**src/rtl/bcd_pkg.sv**
```systemverilog
// Shared types and constants for the streaming BCD modulus checker.
//   bcd_digit_t : one BCD digit (4 bits, legal values 0..9)
//   BCD_MAX     : largest legal BCD digit
//   state_t     : frame FSM states
//   ACC_W       : width of r*10+d intermediate (r < 99, d <= 15 -> < 2048)
package bcd_pkg;
  typedef logic [3:0] bcd_digit_t;

  localparam bcd_digit_t BCD_MAX = 4'd9;
  localparam int         ACC_W   = 11;

  typedef enum logic [1:0] {
    IDLE  = 2'd0,
    ACCUM = 2'd1,
    DONE  = 2'd2
  } state_t;
endpackage

```
**src/rtl/bcd_mod_step.sv**
```systemverilog
// One Horner step of a decimal remainder: r_out = (r_in*10 + digit) mod DIVISOR.
// Purely combinational.
//   r_in      : running remainder (already reduced, < DIVISOR)
//   digit     : incoming digit, MSD first
//   r_out     : updated remainder (meaningless when digit_bad=1)
//   digit_bad : digit is not a legal BCD value
module bcd_mod_step
  import bcd_pkg::*;
#(
  parameter int DIVISOR = 11,
  parameter int RW      = $clog2(DIVISOR)
) (
  input  logic [RW-1:0] r_in,
  input  bcd_digit_t    digit,
  output logic [RW-1:0] r_out,
  output logic          digit_bad
);
  logic [ACC_W-1:0] acc;

  assign acc       = ACC_W'(r_in) * ACC_W'(10) + ACC_W'(digit);
  assign r_out     = RW'(acc % ACC_W'(DIVISOR));
  assign digit_bad = (digit > BCD_MAX);
endmodule

```
**src/rtl/bcd_mod_stream.sv**
```systemverilog
// Streaming BCD divisibility checker. Takes one digit per accept (MSD first),
// closes a frame on in_last or when MAX_DIGITS digits have arrived, and
// presents a registered result held until res_ready.
//   clk, rst_n      : clock, synchronous active-low reset
//   in_valid/ready  : digit handshake; in_digit, in_last qualify it
//   res_valid/ready : result handshake; res_* fields stable while res_valid
//   res_divisible   : remainder==0 and no error
//   res_remainder   : value mod DIVISOR (non-BCD digits skipped)
//   res_digits      : digits accepted in the frame
//   res_error       : non-BCD digit seen, or frame forced closed at MAX_DIGITS
//   busy            : frame in progress (ACCUM or DONE)
module bcd_mod_stream
  import bcd_pkg::*;
#(
  parameter  int DIVISOR    = 11,
  parameter  int MAX_DIGITS = 8,
  localparam int RW         = $clog2(DIVISOR),
  localparam int CW         = $clog2(MAX_DIGITS + 1)
) (
  input  logic          clk,
  input  logic          rst_n,
  input  logic          in_valid,
  output logic          in_ready,
  input  bcd_digit_t    in_digit,
  input  logic          in_last,
  output logic          res_valid,
  input  logic          res_ready,
  output logic          res_divisible,
  output logic [RW-1:0] res_remainder,
  output logic [CW-1:0] res_digits,
  output logic          res_error,
  output logic          busy
);
  state_t        state_q, state_d;
  logic [RW-1:0] rem_q, r_base, r_step, rem_new;
  logic [CW-1:0] cnt_q, cnt_new;
  logic          err_q, err_new;
  logic          bad, accept, close;

  logic          res_div_q, res_err_q;
  logic [RW-1:0] res_rem_q;
  logic [CW-1:0] res_cnt_q;

  assign in_ready = (state_q != DONE);
  assign accept   = in_valid && in_ready;

  // A digit accepted in IDLE starts a fresh frame, so the running values
  // are taken as zero there instead of clearing them on every handshake.
  assign r_base  = (state_q == IDLE) ? '0 : rem_q;
  assign cnt_new = ((state_q == IDLE) ? '0 : cnt_q) + CW'(1);

  bcd_mod_step #(.DIVISOR(DIVISOR), .RW(RW)) u_step (
    .r_in      (r_base),
    .digit     (in_digit),
    .r_out     (r_step),
    .digit_bad (bad)
  );

  // A bad digit is counted but does not disturb the remainder.
  assign rem_new = bad ? r_base : r_step;
  assign close   = accept && (in_last || cnt_new == CW'(MAX_DIGITS));
  assign err_new = ((state_q == ACCUM) && err_q) || bad || (close && !in_last);

  always_comb begin
    state_d = state_q;
    case (state_q)
      IDLE:    if (accept) state_d = close ? DONE : ACCUM;
      ACCUM:   if (close)  state_d = DONE;
      DONE:    if (res_ready) state_d = IDLE;
      default: state_d = IDLE;
    endcase
  end

  always_ff @(posedge clk) begin
    if (!rst_n) begin
      state_q   <= IDLE;
      rem_q     <= '0;
      cnt_q     <= '0;
      err_q     <= 1'b0;
      res_div_q <= 1'b0;
      res_err_q <= 1'b0;
      res_rem_q <= '0;
      res_cnt_q <= '0;
    end else begin
      state_q <= state_d;
      if (accept) begin
        rem_q <= rem_new;
        cnt_q <= cnt_new;
        err_q <= err_new;
      end
      if (close) begin
        res_rem_q <= rem_new;
        res_cnt_q <= cnt_new;
        res_err_q <= err_new;
        res_div_q <= (rem_new == '0) && !err_new;
      end
    end
  end

  assign res_valid     = (state_q == DONE);
  assign busy          = (state_q != IDLE);
  assign res_divisible = res_div_q;
  assign res_remainder = res_rem_q;
  assign res_digits    = res_cnt_q;
  assign res_error     = res_err_q;
endmodule

```
**config.mk**
```make
export PLATFORM = sky130hd
export DESIGN_NAME = bcd_mod_stream
export DESIGN_NICKNAME = d
export VERILOG_FILES = /design/src/rtl/bcd_pkg.sv /design/src/rtl/bcd_mod_step.sv /design/src/rtl/bcd_mod_stream.sv
export SDC_FILE = /design/constraint.sdc
export NUM_CORES = 1
export LEC_CHECK = 0
export CAP_MARGIN = 20
export CORE_UTILIZATION = 33
export DETAILED_ROUTE_END_ITERATION = 10
export PLACE_DENSITY = 0.58
export SLEW_MARGIN = 25
export SYNTH_ARGS = -nofsm -noshare
export SYNTH_HDL_FRONTEND = slang
export SYNTH_SLANG_ARGS = --single-unit
```
**constraint.sdc**
```tcl
create_clock -name clk -period 14.9 [get_ports clk]
set_input_delay 2.98 -clock clk [delete_from_list [all_inputs] [get_ports clk]]
set_output_delay 2.98 -clock clk [all_outputs]
set_load 0.05 [all_outputs]
```
# --- Yosys cells after proc, flatten, opt, wreduce, memory -nomap -nowiden ---
# Index checks and enable logic that the tools add are counted.
word_totals:
  regBits: 21
  word_cells: 42
op_classes:
  addsub: 2
  mul: 1
  div_mod_pow: 1
  order_cmp: 1
  eq_ne: 7
  mux: 8
  n_reduce_logical: 14
ops:
  columns: ["operator", "count"]
  rows:
  - ["$mux 4", 3]
  - ["$mod 11x4->11 const B", 1]
  - ["$add 8x4->9", 1]
  - ["$mux 2", 4]
  - ["$mul 4x3->7 const B", 1]
  - ["$ne 2x2->1 const B", 3]
  - ["$pmux 2 s3", 1]
  - ["$logic_and 1x1->1", 5]
  - ["$add 4x1->4 const B", 1]
  - ["$eq 4x4->1 const B", 1]
  - ["$gt 4x4->1 const B", 1]
  - ["$logic_not 4->1", 1]
  - ["$logic_or 1x1->1", 3]
  - ["$reduce_and 3->1", 1]
  - ["$eq 2x1->1 const B", 1]
  - ["$eq 2x2->1 const B", 1]
  - ["$logic_not 1->1", 2]
  - ["$logic_not 2->1", 1]
  - ["$ne 2x1->1 const B", 1]
  - ["$reduce_bool 2->1", 1]

# --- Logic depth before layout (Yosys ltp) ---
logic_depth:
  depth_word: 10
  ltp_mapped: 35

# --- By module ---
# A second synthesis with hierarchy kept.
hier_totals:
  hier_cells: 384
  hier_area_um2: 2992.9
by_module_without_submodules:
  columns: ["mod", "n_inst", "cells_per_inst", "area_per_inst_um2", "seq_area_each_um2"]
  rows:
  - ["bcd_mod_step", 1, 259, 1841.8, 0.0]
  - ["bcd_mod_stream", 1, 125, 1151.1, 420.4]

# --- Worst setup path after synthesis ---
# OpenSTA, ideal clock, no wires.
synth_path:
  path_type: "input port to flip-flop"
  start: "input port in_digit[1]"
  end: "register res_rem_q[0] (netlist: res_remainder[0])"
  setup_ps: 122
  arrival_ps: 8244
  t_required_ps: 14778
  setup_slack_ps: 6534
  path_stages: 27
  n_path_buf: 1
  path_cell_list: "ha_1 ha_1 o311ai_4 xor2_4 o21ai_1 nand2_1 ha_1 clkbuf_1 nand2b_1 a2111o_1 nand2_1 a221o_1 a21oi_1 or3_1 o21ai_2 a21boi_0 o32ai_2 a21bo_2 nand2_4 xor2_1 ha_1 nor2_1 mux2i_1 o21a_1 o21ai_0 nor3b_2 o311a_1"
synth_between:
  elab_chain_len: 3
synth_lines:
  columns: ["item", "line_no", "text"]
  rows:
  - ["start, declared", "bcd_mod_stream.sv:24", "input bcd_digit_t in_digit,"]
  - ["$add 8x4->9", "bcd_mod_step.sv:20", "assign acc = ACC_W'(r_in) * ACC_W'(10) + ACC_W'(digit);"]
  - ["$mod 11x4->11", "bcd_mod_step.sv:21", "assign r_out = RW'(acc % ACC_W'(DIVISOR));"]
  - ["$mux 4 *", "bcd_mod_stream.sv:60", "assign rem_new = bad ? r_base : r_step;"]
  - ["end signal, assigned", "bcd_mod_stream.sv:92", "res_rem_q <= rem_new;"]
  - ["end, declared", "bcd_mod_stream.sv:41", "logic [RW-1:0] res_rem_q;"]
# Every way passes the cells marked *; elsewhere a longest branch is shown, timed or not.
# A chain may end at the register's enable or synchronous reset.

# --- Worst setup path in the final report ---
layout_path:
  start: "input port in_digit[2]"
  end: "register res_rem_q[0] (netlist: res_remainder[0])"
# The elaborated chain is that of the path after synthesis.

==> impl_metrics.json <==
{
  "run_status": "finished, final reports clean",
  "required_ns": 15.06,
  "dp_hpwl_mm": 4.803,
  "ir_drop_mv": 0.06486,
  "synth_edf_count": 0,
  "cts_tree": "yes",
  "grt_max_degree": 23,
  "cts_hold_buffers": 0,
  "worstMarginPinSlew_ns": 0.7928,
  "r2r_start": "state_q[0]",
  "clkTransAtPathRegs_ns": 0.08,
  "grt_pass1_vias": 2235,
  "period_share_pct": 63.53,
  "grt_pass1_wl_mm": 10.58,
  "ant_nets": 0,
  "cp-end-kind": "register",
  "ys_seq_area_share_pct": 16.93,
  "layout.nets": 365,
  "power_mw": 0.2076,
  "netlist_instances": 327,
  "die_height_um": 88.76,
  "insertion_delay_ns": 0.26,
  "start_util_pct": 34.24,
  "cts_setup_buffers": 0,
  "die_area_um2": 7877,
  "rows": 31,
  "critPathArrivalTime_ns": 9.62,
  "synth.avg_cell_area_um2": 7.595,
  "die_w_um": 88.76,
  "grt.total_usage_pct": 16.78,
  "synth_most_common_cell": "nand2_1",
  "post_drt_wl_per_cell_um": 14.01,
  "drcViolationCount": 0,
  "hp-class": "reg2reg",
  "totalWireLength_mm": 6.191,
  "synth_ff_type": "dfxtp_1",
  "async_flop_share_pct": 0,
  "synthesis.nets": 348,
  "holdWs_ns": 0.4524,
  "h-tree-depth": 1,
  "yosys-top-cells-area": "dfxtp_1, nand2_1, ha_1, a21oi_1, xnor2_1",
  "place_ws_ns": 5.220,
  "ioPinCount": 22,
  "rsz0062_at_grt": "no",
  "gp_congestion": 0.8510,
  "drive_gt1_share_pct": 9.329,
  "yosys_register_bits": 21,
  "synth_common_cells": "nand2_1, dfxtp_1, nor2_1",
  "grt_antenna_before_repair": 0,
  "numCtsBuffers": 3,
  "crit_fanout": 19,
  "cp-start-kind": "input port",
  "crit_path_end": "res_remainder[0]",
  "synth_cell_types": 77,
  "core_area_um2": 7253,
  "synth_top_cell_by_area": "dfxtp_1",
  "antenna_cells": 0,
  "relSlewSlack_pct": 46.97,
  "slew_violations": 0,
  "period_needed_ns": 9.466,
  "synthToLayoutAreaGrowth_pct": 14.16,
  "synth_warnings": 0,
  "setup.worst_path.class": "in2reg",
  "regToRegSetupSlack_ns": 6.97,
  "via_count": 2454,
  "power_density_nw_per_um2": 73.21,
  "drt_first_iter_violations": 157,
  "leakage_nw": 1.085,
  "cts_buffer_depth": 2,
  "cts_resized": 0,
  "cts.sinks": 21,
  "final-setup-viol-count": 0,
  "maxCapViolCount": 0,
  "startpoint": "in_digit[2]",
  "fin_skew_ns": 0.005502,
  "cts-root-buf": "clkbuf_8",
  "finalSetupTns_ns": 0,
  "portBuffers": 21,
  "r2r_cells": 31,
  "grt_overflow": 0,
  "fin_ws_ns": 5.434,
  "yosysTopAreaCellShare_pct": 16.93,
  "hold_viol_final": 0,
  "dr.pass1.iters": 5,
  "syn_area_um2": 2484,
  "fmax_mhz": 105.6,
  "r2r-end": "res_remainder[0]",
  "drt-vias-per-instance": 5.552
}
[worst min-delay path by stage]
| stage | slack, ns | endpoint | from | cells after the start |
|---|---|---|---|---|
| floorplan | 0.45 | rem_q[3] | rem_q[3] | 2 |
| global placement | 0.43 | res_error | res_error | 2 |
| detailed placement | 0.44 | res_error | res_error | 2 |
| CTS | 0.45 | res_error | res_error | 2 |
| global route | 0.48 | res_digits[3] | res_digits[3] | 2 |
| finish | 0.45 | res_digits[3] | res_digits[3] | 2 |
[report_power, final]
| group | internal, mW | switching, mW |
|---|---|---|
| registers | 0.0599 | 0.00269 |
| clock network | 0.0189 | 0.0198 |
| logic | 0.0418 | 0.0645 |
| total | 0.121 | 0.0870 |
[per-layer routing]
| metal | wire [µm] | vias up | GRT usage [%] | share of wire, % |
|---|---|---|---|---|
| met1 | 3041 | 1145 | 23.15 | 49 |
| met4 | 73 | 0 | 3.226 | 1.2 |
| met5 | 0 | - | 0 | 0 |
| met3 | 221 | 8 | 2.332 | 3.6 |
| met2 | 2854 | 46 | 27.90 | 46 |
| li1 | - | 1255 | - | - |
[registers in the layout, summed over array words and instances, names as in the netlist]
signal,flops
res_remainder,4
res_digits,4
res_divisible,1
state_q,2
rem_q,4
res_error,1
cnt_q,4
err_q,1
[logic make-up after synthesis]
kind of cell	Yosys count	share of synthesized area, %
compound gates	126	39.14
simple gates	118	23.48
buf+inv	25	3.828
flops	21	16.93
xor+xnor	19	7.456
fa+ha+maj	12	6.348
mux	6	2.821
[stage by stage]
step	util [%]	instances	instance area [µm²]
5_1_grt	39.09	442	2835
6_report	39.09	442	2835
3_5_place_dp	38.42	438	2786
4_1_cts	39.09	442	2835
3_3_place_gp	38.42	438	2786
2_1_floorplan	-	327	2484
[final cells by class]
class                      instances  area (µm²)
fill                             775        4418
multi-input combinational        281        1968
sequential                        21       420.4
timing repair buffer              22       217.7
tap                               99       123.9
inverter                          15       56.30
clock buffer                       3       41.29
clock inverter                     1       7.507
[worst max-delay path, cell delays in order]
cell and delay, ns:
clkdlybuf4s50_1 0.63, xnor2_1 0.13, ha_1 0.26, o311ai_4 0.43
xor2_4 0.31, o21ai_1 0.19, nand2_1 0.10, ha_1 0.55
nand2b_1 0.11, a2111o_1 0.48, nand2_1 0.15, o31a_1 0.30
a311oi_2 0.16, nor2_1 0.23, o211ai_4 0.14, a211oi_4 0.29
mux2i_1 0.36, a21bo_2 0.23, nand2_4 0.08, xor2_1 0.20
ha_1 0.22, nor2_1 0.06, mux2i_1 0.22, o21a_1 0.22
o21ai_0 0.08, nor3b_2 0.19, o311a_1 0.34
[placed cells by master (no fill, tap or decap), types with 6 or more instances in the layout]
cell and count:
nor2_1 21, a21oi_1 20, xnor2_1 11, nand2_1 42, xor2_1 7, inv_1 15, nor3_1 8, nor2b_1 6
o21ai_0 19, and2_1 7, nand3_1 10, clkdlybuf4s50_1 21, ha_1 11, o21a_1 6, dfxtp_1 21, a21boi_0 6
Note: power is estimated with default switching activity, not from simulation.
==> RTL edit, RTL diff (same settings) <==
The 3 states of `state_t` get a one-hot encoding in 3 bits.
--- a/src/rtl/bcd_pkg.sv
+++ b/src/rtl/bcd_pkg.sv
@@ -9,10 +9,10 @@
   localparam bcd_digit_t BCD_MAX = 4'd9;
   localparam int         ACC_W   = 11;
 
-  typedef enum logic [1:0] {
-    IDLE  = 2'd0,
-    ACCUM = 2'd1,
-    DONE  = 2'd2
+  typedef enum logic [2:0] {
+    IDLE  = 3'b001,
+    ACCUM = 3'b010,
+    DONE  = 3'b100
   } state_t;
 endpackage
 
Check against the original RTL: same outputs for any inputs over 4 cycles, from zero or initial values and one cycle with rst_n low; so few cycles prove little.
==> RTL edit against the unedited design <==
- synthesized area grew 21%
- cell area grew 17%
- sequential cell count grew 1
- non-clock buffer count shrank 1
- setup slack lost 1.1 ns
- global-route usage grew 0.80 points
- wire length grew 36%
- critical path depth shrank 4
- utilization shrank 1.4 points
Power is not compared: it rests on default switching activity, and its combinational part moved more than twofold at a synthesized area within 25%.
==> RTL edit: results (changes against the unedited design) <==
Outcome
  – Status: finished clean

Global routing
  – First-pass GRT wire length: 14.0 mm (+33%)
  – Vias in the first global route: 2871 (+28%)
  – Largest net degree at the start of global routing: 29 (+26%)
  – Initial antenna violation count: 0 (unchanged)
  – All-Layer GR Usage: 17.6% (+0.80 points)

Worst hold path
  – Class of the worst hold path: register to register
  – Cell depth of the worst min-delay path: 2 (unchanged)

Synth
  – Ys Warns: 0 (unchanged)
  – Post-synth net total: 409 (+18%)
  – Ys flop type: dfxtp_1
  – Top cells by count, synth: nand2_1, nor2_1, a21oi_1, dfxtp_1, nand3_1
  – Post-synthesis sequential area ratio: 14.7% (-2.3 points)
  – Post-synth ARST share: 0% (unchanged)
  – Yosys cell types: 82 (+6.5%)
  – Synth area leaders: dfxtp_1, nand2_1, ha_1, a21oi_1, mux2i_1

Clock network
  – Resized Gates After CTS: 0 (unchanged)
  – H-tree levels: 1 (unchanged)
  – Clk_lat worst skew: 0.26 ns (about the same)
  – CTS clk-pin slew, worst paths: 0.08 ns (about the same)
  – Clock Path Buffers: 2 (unchanged)
  – Postcts setup bufs: 0 (unchanged)
  – CTS buffer count: 3 (unchanged)
  – CTS root buf: clkbuf_8

Pwr
  – Static Leak: approximately 1.3 nW
  – Peak VDD IR: 0.0000598 V

Place
  – Routability Congestion: 0.889 (+4.4%)
  – Dpl ws: 4.25 ns (-0.967 ns)
  – Post-DP HPWL: 6.33 mm (+32%)
  – Port Buffers: 21 (unchanged)

Setup path
  – R2R cell count: 27 (-13%)
  – CP Max Fanout: 14 (-5)
  – CP arrival: 10.72 ns (+1.10 ns)

Route
  – Wire per inst: 16.8 um (+20%)
  – First drt pass iteration count: 4 (-1)
  – Iter 0 DRT Violations: 166 (+5.7%)
  – Vias: 3094 (+26%)

Layout
  – Layout cells sized above 1: 8.88% (-0.45 points)
  – Diodes inserted: 0 (unchanged)
  – NumNets Final: 417 (+14%)

STA
  – Worst Max-Slew Pin Slew: 1.00 ns (+0.210 ns)
  – Clock Skew: 0.00249 ns (-0.00301 ns)
==> RTL edit: changes by cell type after synthesis, sizes merged, moves of 6 or more <==
cell / delta
o21ai: -13
nand3: +6
mux2i: +7
buf: +9
nor2: +8
o211a: +7
==> RTL edit: critical path, stage by stage <==
cell and delay (ns):
clkdlybuf4s50_1 0.47, ha_1 0.51, and3_1 0.32, a21oi_2 0.14
a211oi_1 0.70, nor2_2 0.16, o21ai_0 0.23, ha_1 0.55
inv_2 0.22, xnor3_1 0.52, and2_1 0.23, o21ai_1 0.39
nand2_1 0.23, o211ai_1 0.86, o31ai_1 0.23, a221oi_2 0.48
a21oi_1 0.12, a21oi_1 0.29, ha_1 0.23, nor2_1 0.06
a21oi_2 0.30, mux2_4 0.33, a31oi_1 0.14
==> RTL edit: final cells by class <==
class,instances,area [um^2]
Clock buffer,3,41.3
Multi-Input combinational cell,336,2430
Fill cell,928,5460
Inverter,12,45.0
Tap cell,108,135
Sequential cell,22,440
Timing Repair Buffer,21,210
==> RTL edit: layer usage <==
layer,up-vias,GRT usage [%],routed length (um)
met5,-,0,0
met4,0,4.98,139
met3,15,1.58,358
met2,90,29.6,3960
met1,1473,23.9,3990
li1,1516,-,-
==> RTL edit: metrics by stage <==
step                std cells  area, um^2
floorplan                 388        3010
global placement          499        3260
detailed placement        499        3260
CTS                       502        3300
global route              502        3300
finish                    502        3300
==> RTL edit: worst paths after layout <==
path / start / end / slack (ns)
hold / removal: res_divisible / res_divisible / 0.47
setup / recovery: in_digit[3] / res_remainder[1] / 4.37
setup reg to reg: state_q[0] / res_remainder[1] / 5.63
hold reg to reg: res_divisible / res_divisible / 0.47
==> RTL edit: where the power goes <==
part,switching [W],internal (W)
clock,0.0000185,0.0000180
sequential,0.00000696,0.0000654
combinational,0.000160,0.000101
==> RTL edit: logic make-up (layout without fill, tap and decap cells) <==
kind of cell	Yosys count	count (layout)	share of synthesized area, %
compound gates	143	143	38.1
xor+xnor	16	16	5.62
simple gates	149	149	26.2
buf+inv	30	36	4.54
mux	15	15	5.29
flops	22	22	14.7
fa+ha+maj	13	13	5.58
